File: src/rtl/mac_par_pkg.sv
// Shared types and defaults for the pipelined multiply-add unit.
package mac_par;

  localparam int unsigned DefWidth    = 8;
  localparam int unsigned DefAccWidth = 2 * DefWidth + 4;

  typedef enum logic {MODE_MAC, MODE_ACC} mac_mode_t;

  typedef struct packed {
    logic      valid;
    mac_mode_t mode;
    logic      first;
    logic      last;
  } mac_ctl_t;

endpackage

File: src/rtl/mac_mult.sv
// Registered WIDTHxWIDTH multiplier; signed or unsigned operands, full 2*WIDTH product.
module mac_mult
  import mac_par::*;
#(
  parameter int unsigned WIDTH  = DefWidth,
  parameter bit          SIGNED = 1'b0
) (
  input  logic                 clk,
  input  logic                 rst,
  input  logic                 en,
  input  logic [WIDTH-1:0]     a,
  input  logic [WIDTH-1:0]     b,
  output logic [2*WIDTH-1:0]   prod
);

  logic [2*WIDTH-1:0] a_ext, b_ext;
  logic [2*WIDTH-1:0] prod_d, prod_q;

  // The low 2*WIDTH bits of the extended product equal the signed product.
  always_comb begin
    a_ext  = SIGNED ? {{WIDTH{a[WIDTH-1]}}, a} : {{WIDTH{1'b0}}, a};
    b_ext  = SIGNED ? {{WIDTH{b[WIDTH-1]}}, b} : {{WIDTH{1'b0}}, b};
    prod_d = en ? (a_ext * b_ext) : prod_q;
  end

  always_ff @(posedge clk) begin
    if (rst) begin
      prod_q <= '0;
    end else begin
      prod_q <= prod_d;
    end
  end

  assign prod = prod_q;

endmodule

File: src/rtl/mac_pipe.sv
// Three-stage multiply-add with framed accumulate mode, sticky overflow and busy flag.
module mac_pipe
  import mac_par::*;
#(
  parameter int unsigned WIDTH     = DefWidth,
  parameter int unsigned ACC_WIDTH = 2 * WIDTH + 4,
  parameter bit          SIGNED    = 1'b0
) (
  input  logic                 clk,
  input  logic                 rst,
  input  logic                 in_valid,
  input  logic                 mode,
  input  logic                 first,
  input  logic                 last,
  input  logic [WIDTH-1:0]     a,
  input  logic [WIDTH-1:0]     b,
  input  logic [WIDTH-1:0]     c,
  output logic                 out_valid,
  output logic [ACC_WIDTH-1:0] data_out,
  output logic                 ovf,
  output logic                 busy
);

  localparam int unsigned PW = 2 * WIDTH;

  if (ACC_WIDTH < 2 * WIDTH + 1) begin : g_bad_acc_width
    $error("ACC_WIDTH must be at least 2*WIDTH+1");
  end

  // Stage 1: operand and control capture.
  mac_ctl_t         s1_ctl_d, s1_ctl_q;
  logic [WIDTH-1:0] a_d, a_q, b_d, b_q, c1_d, c1_q;

  always_comb begin
    s1_ctl_d.valid = in_valid;
    s1_ctl_d.mode  = mac_mode_t'(mode);
    s1_ctl_d.first = first;
    s1_ctl_d.last  = last;
    a_d  = in_valid ? a : a_q;
    b_d  = in_valid ? b : b_q;
    c1_d = in_valid ? c : c1_q;
  end

  always_ff @(posedge clk) begin
    if (rst) begin
      s1_ctl_q <= '0;
      a_q      <= '0;
      b_q      <= '0;
      c1_q     <= '0;
    end else begin
      s1_ctl_q <= s1_ctl_d;
      a_q      <= a_d;
      b_q      <= b_d;
      c1_q     <= c1_d;
    end
  end

  // Stage 2: product register, with c and control delayed alongside.
  mac_ctl_t         s2_ctl_d, s2_ctl_q;
  logic [WIDTH-1:0] c2_d, c2_q;
  logic [PW-1:0]    prod;

  mac_mult #(
    .WIDTH  (WIDTH),
    .SIGNED (SIGNED)
  ) u_mult (
    .clk  (clk),
    .rst  (rst),
    .en   (s1_ctl_q.valid),
    .a    (a_q),
    .b    (b_q),
    .prod (prod)
  );

  always_comb begin
    s2_ctl_d = s1_ctl_q;
    c2_d     = s1_ctl_q.valid ? c1_q : c2_q;
  end

  always_ff @(posedge clk) begin
    if (rst) begin
      s2_ctl_q <= '0;
      c2_q     <= '0;
    end else begin
      s2_ctl_q <= s2_ctl_d;
      c2_q     <= c2_d;
    end
  end

  // Stage 3: add / accumulate and output registers.
  logic [ACC_WIDTH-1:0] p_ext, c_ext, addend, sum;
  logic                 carry, add_ovf;
  logic [ACC_WIDTH-1:0] acc_d, acc_q, data_out_d, data_out_q;
  logic                 sticky_d, sticky_q, busy_d, busy_q;
  logic                 out_valid_d, out_valid_q, ovf_d, ovf_q;

  always_comb begin
    p_ext = SIGNED ? {{(ACC_WIDTH - PW){prod[PW-1]}}, prod}
                   : {{(ACC_WIDTH - PW){1'b0}}, prod};
    c_ext = SIGNED ? {{(ACC_WIDTH - WIDTH){c2_q[WIDTH-1]}}, c2_q}
                   : {{(ACC_WIDTH - WIDTH){1'b0}}, c2_q};

    // Mode 0 and accumulation starts add c; otherwise the running sum.
    addend = (s2_ctl_q.mode == MODE_MAC || s2_ctl_q.first) ? c_ext : acc_q;
    {carry, sum} = {1'b0, addend} + {1'b0, p_ext};
    add_ovf = SIGNED ? ((addend[ACC_WIDTH-1] == p_ext[ACC_WIDTH-1]) &&
                        (sum[ACC_WIDTH-1] != addend[ACC_WIDTH-1]))
                     : carry;

    acc_d       = acc_q;
    sticky_d    = sticky_q;
    busy_d      = busy_q;
    out_valid_d = 1'b0;
    data_out_d  = data_out_q;
    ovf_d       = ovf_q;

    if (s2_ctl_q.valid) begin
      if (s2_ctl_q.mode == MODE_MAC) begin
        out_valid_d = 1'b1;
        data_out_d  = sum;
        ovf_d       = 1'b0;
      end else begin
        acc_d    = sum;
        sticky_d = (s2_ctl_q.first ? 1'b0 : sticky_q) | add_ovf;
        if (s2_ctl_q.last) begin
          out_valid_d = 1'b1;
          data_out_d  = sum;
          ovf_d       = sticky_d;
          busy_d      = 1'b0;
        end else if (s2_ctl_q.first) begin
          busy_d = 1'b1;
        end
      end
    end
  end

  always_ff @(posedge clk) begin
    if (rst) begin
      acc_q       <= '0;
      sticky_q    <= 1'b0;
      busy_q      <= 1'b0;
      out_valid_q <= 1'b0;
      data_out_q  <= '0;
      ovf_q       <= 1'b0;
    end else begin
      acc_q       <= acc_d;
      sticky_q    <= sticky_d;
      busy_q      <= busy_d;
      out_valid_q <= out_valid_d;
      data_out_q  <= data_out_d;
      ovf_q       <= ovf_d;
    end
  end

  assign out_valid = out_valid_q;
  assign data_out  = data_out_q;
  assign ovf       = ovf_q;
  assign busy      = busy_q;

endmodule

File: config.mk
export PLATFORM = sky130hd
export DESIGN_NAME = mac_pipe
export DESIGN_NICKNAME = d
export VERILOG_FILES = /design/src/rtl/mac_par_pkg.sv /design/src/rtl/mac_mult.sv /design/src/rtl/mac_pipe.sv
export SDC_FILE = /design/constraint.sdc
export NUM_CORES = 1
export LEC_CHECK = 0
export CAP_MARGIN = 15
export CORE_ASPECT_RATIO = 0.5
export CORE_MARGIN = 2
export CORE_UTILIZATION = 28
export CTS_BUF_LIST = sky130_fd_sc_hd__clkbuf_8
export DETAILED_ROUTE_END_ITERATION = 8
export PLACE_DENSITY = 0.43
export RECOVER_POWER = 100
export SYNTH_ARGS = -nofsm -noshare
export SYNTH_HDL_FRONTEND = slang
export SYNTH_SLANG_ARGS = --single-unit
File: constraint.sdc
create_clock -name clk -period 5.3 [get_ports clk]
set_input_delay 0.795 -clock clk [delete_from_list [all_inputs] [get_ports clk]]
set_output_delay 0.795 -clock clk [all_outputs]
set_load 0.03 [all_outputs]
==> results.yml <==
run_status:
  status: "finished, violations left"
  violations: "max-capacitance violations, max-slew violations"
drt:
  dr.pass1.iters: 4
  drt-initial-drc-count: 293
  ant_nets: 0
  wire_per_inst_microns: 14.9
  drc_errors: 0
  via_per_inst: 4.66
  dr_total_vias: 5265
  drt_wl_total_microns: 16800
critical_path:
  crit_type: "register to register"
  critPathRequiredTime_ns: 5.60
  r2r_end: "u_mult.prod[14]"
  slowest_delay_ns: 0.56
  rr_worst_depth: 15
  arrival_ns: 4.98
  crit_fanout: 9
  rr_startpoint: "b_q[7]"
  cpMaxStageDelayCell: "fa_1"
  r2r_slack_ns: 0.62
  critPathCaptureType: "register"
  crit_top_cell: "fa_1"
  crit_path_start_kind: "register"
  worstPathCellList: "nand2_1, fa_1, fa_1, inv_1, fa_1, inv_1, fa_1, inv_1, ha_1, o21a_1, a21oi_1, a21oi_1, a221oi_1, mux2_2, a21oi_1"
  crit_buf_inv: 3
  path_delay_family: "adder cells"
die:
  die_area_sq_um: 25000
  rows: 39
  top_level_ports: 53
  die_h_microns: 113
  core_sq_um: 23000
  start_util: 0.288
  chipWidth_microns: 222
clock_network:
  cts_tree: "built"
  hold_buffers: 0
  clock_path_buffers: 2
  clock_latency_ns: 0.41
  post_cts_buffers: 0
  cts.repair.resized: 0
  cts_sinks: 100
  path_clk_slew_ns: 0.12
  htree_levels: 3
  numCtsBuffers: 9
  root_buffer: "clkbuf_8"
finish:
  multi_input_area_sq_um: 4260
  final_layout_size_suffix_gt1_frac: 0.0316
  seqCellArea_sq_um: 2000
  diodes: 0
  nNetsFinal: 937
  areaGrowthSynthToFinish_pct: 14.8
  design_area_sq_um: 7620
  fillers: 2439
synthesis:
  synth-simple-area-share: 0.219
  synth_nets: 899
  synth_ff_type: "dfxtp_1"
  async_reset_ff_frac: 0
  syn-cell-area_sq_um: 6640
  avgSynthCellArea_sq_um: 8.51
  netlist_instances: 780
  synth_xor_area_frac: 0.0264
  ys_warn_count: 0
  ys_seq_area_frac: 0.301
  ys_ff_latch: 100
  synth_compound_area_frac: 0.126
  synth_top_family_by_area: "simple AND/OR/NAND/NOR gates"
  synth-edff-count: 0
  synthMuxAreaShare: 0.0667
  synthDistinctLibCells: 55
  yosys.area_share.adder: 0.209
hold_path:
  worstHoldEndpoint: "s2_ctl_q[2]"
  min-delay-start: "s1_ctl_q[2]"
  hold_path_class: "register to register"
  worstHoldPathCells: 1
global_route:
  grt_pass1_wl_microns: 28400
  grt_pass1_vias: 5262
  grt_remaining_overflow: 0
  track_usage: 0.142
  grt_max_degree: 85
  antenna_found_initial: 0
timing:
  setup_viol: 0
  slew_headroom: -0.244
  tns_ns: 0
  finalHoldWorstSlack_ns: 0.449
  worstMarginPinSlew_ns: 1.87
  hold_viol_final: 0
  period_share: 0.883
  fin_skew_ns: 0.0237
  max_freq_ghz: 0.214
  drv_slew: 85
  min_period_ns: 4.68
  rsz0062_at_grt: "no"
power_and_ir_drop:
  p_switching_uw: 449
  comb_power_share: 0.134
  p_seq_frac: 0.529
  cellLeakagePower_uw: 0.00342
  clkPwrFrac: 0.337
  ir_worst_vdd_v: 0.000118
  power_density_nw_per_um2: 199
  netSwitchingFraction: 0.297
  intPower_uw: 1070
placement:
  place.gp.congestion: 0.782
  place_area_sq_um: 7480
  port_buffers: 52
  hpwl_microns: 12300
run:
  maxCapViolCount: 2
synth_stat cells, types with 3 or more instances:
library cell  instances  area share
nand2_1             113       0.064
dfxtp_1             100        0.30
nor2_1               72       0.041
inv_1                56       0.032
and2_1               54       0.051
a21oi_1              52       0.039
ha_1                 52       0.098
mux2i_1              42       0.063
fa_1                 37        0.11
o21ai_0              23       0.017
clkbuf_1             20       0.011
and3_1               15       0.014
a211oi_1             13       0.015
nand3_1              13      0.0098
buf_1                11      0.0062
xnor2_1              11       0.015
xor2_1                9       0.012
nor2b_1               8      0.0075
a21o_1                7      0.0079
nor3_1                7      0.0053
nand2b_1              6      0.0057
a31oi_1               5      0.0047
nand4_1               4      0.0038
o211ai_1              3      0.0034
o21a_1                3      0.0034
o21bai_1              3      0.0034
or3_1                 3      0.0028
or4_1                 3      0.0034
cell usage in the layout (no fill, tap or decap), types with 3 or more instances in the layout:
| cell | n |
|---|---|
| inv_1 | 56 |
| buf_4 | 6 |
| o21bai_1 | 3 |
| o211ai_1 | 5 |
| mux2i_1 | 42 |
| dfxtp_1 | 100 |
| and2_0 | 5 |
| or3_1 | 3 |
| o21ai_0 | 22 |
| o21a_1 | 3 |
| clkdlybuf4s50_1 | 28 |
| dlygate4sd3_1 | 23 |
| nor2_1 | 72 |
| fa_1 | 37 |
| xor2_1 | 9 |
| nor3_1 | 7 |
| nor2b_1 | 8 |
| xnor2_1 | 11 |
| a31oi_1 | 5 |
| ha_1 | 52 |
| a21o_1 | 7 |
| nand2b_1 | 6 |
| nand3_1 | 13 |
| and2_1 | 50 |
| clkinv_4 | 3 |
| o31ai_1 | 3 |
| clkbuf_8 | 11 |
| a21oi_1 | 52 |
| nand2_1 | 113 |
| nand4_1 | 4 |
| a211oi_1 | 13 |
| and3_1 | 15 |
| or4_1 | 3 |
layer usage:
layer  wire length [microns]  vias to the layer above  GRT usage
li1                        -                     2709          -
met1                    9250                     2497      0.206
met2                    6920                       49      0.215
met3                     479                       10     0.0296
met4                     153                        0     0.0333
met5                       0                        -          0
layout make-up:
type | count | share of cell area
clock buffers | 11 | 0.0199
clock inverters | 5 | 0.00624
inverters | 57 | 0.0281
multi-input cells | 590 | 0.558
flip-flops and latches | 100 | 0.263
well taps | 307 | 0.0504
repair buffers | 60 | 0.0745
power groups by stage:
stage / Clock, uW / Combinational [uW] / Sequential, uW
3_3_place_gp: 0 / 209 / 818
6_report: 510 / 203 / 802
5_1_grt: 566 / 232 / 807
3_5_place_dp: 0 / 208 / 819
4_1_cts: 533 / 210 / 802
2_1_floorplan: 0 / 135 / 814
cell families (layout without fill, tap and decap cells):
family                   after synthesis  after routing
AO/OA/AOI/OAI                        130            130
adder cells (fa/ha/maj)               89             89
AND/OR/NAND/NOR                      307            307
multiplexers                          44             44
buffers and inverters                 90            133
XOR/XNOR                              20             20
flip-flops                           100            100
worst reg2reg max path: stages, from the launching register on:
cell and delay (ns):
dfxtp_1 0.51, nand2_1 0.13, fa_1 0.53, fa_1 0.56, inv_1 0.06, fa_1 0.52
inv_1 0.05, fa_1 0.53, inv_1 0.04, ha_1 0.33, o21a_1 0.12, a21oi_1 0.25
a21oi_1 0.15, a221oi_1 0.31, mux2_2 0.37, a21oi_1 0.13
flip-flops by register name, summed over array words and instances (netlist names):
name         count
acc_q           20
data_out        20
u_mult.prod     16
a_q              8
b_q              8
c1_q             8
c2_q             8
s1_ctl_q         4
s2_ctl_q         4
busy             1
out_valid        1
ovf              1
sticky_q         1
metrics by stage:
step,total power (uW),setup slack [ns],util,std cells
6_report,1510,0.621,0.331,1130
2_1_floorplan,949,1.02,-,780
3_5_place_dp,1030,0.634,0.325,1114
3_3_place_gp,1030,0.767,0.325,1114
4_1_cts,1550,0.614,0.333,1130
5_1_grt,1600,0.204,0.331,1130
worst max path at each step:
| stage | endpoint | start | cells past startpoint |
|---|---|---|---|
| 2_1_floorplan | u_mult.prod[14] | b_q[7] | 15 |
| 3_5_place_dp | u_mult.prod[15] | b_q[7] | 15 |
| 5_1_grt | u_mult.prod[15] | b_q[7] | 15 |
| 4_1_cts | u_mult.prod[15] | b_q[7] | 15 |
| 3_3_place_gp | u_mult.prod[14] | a_q[0] | 15 |
| 6_report | u_mult.prod[14] | b_q[7] | 15 |
(Power assumes the default switching activity.)
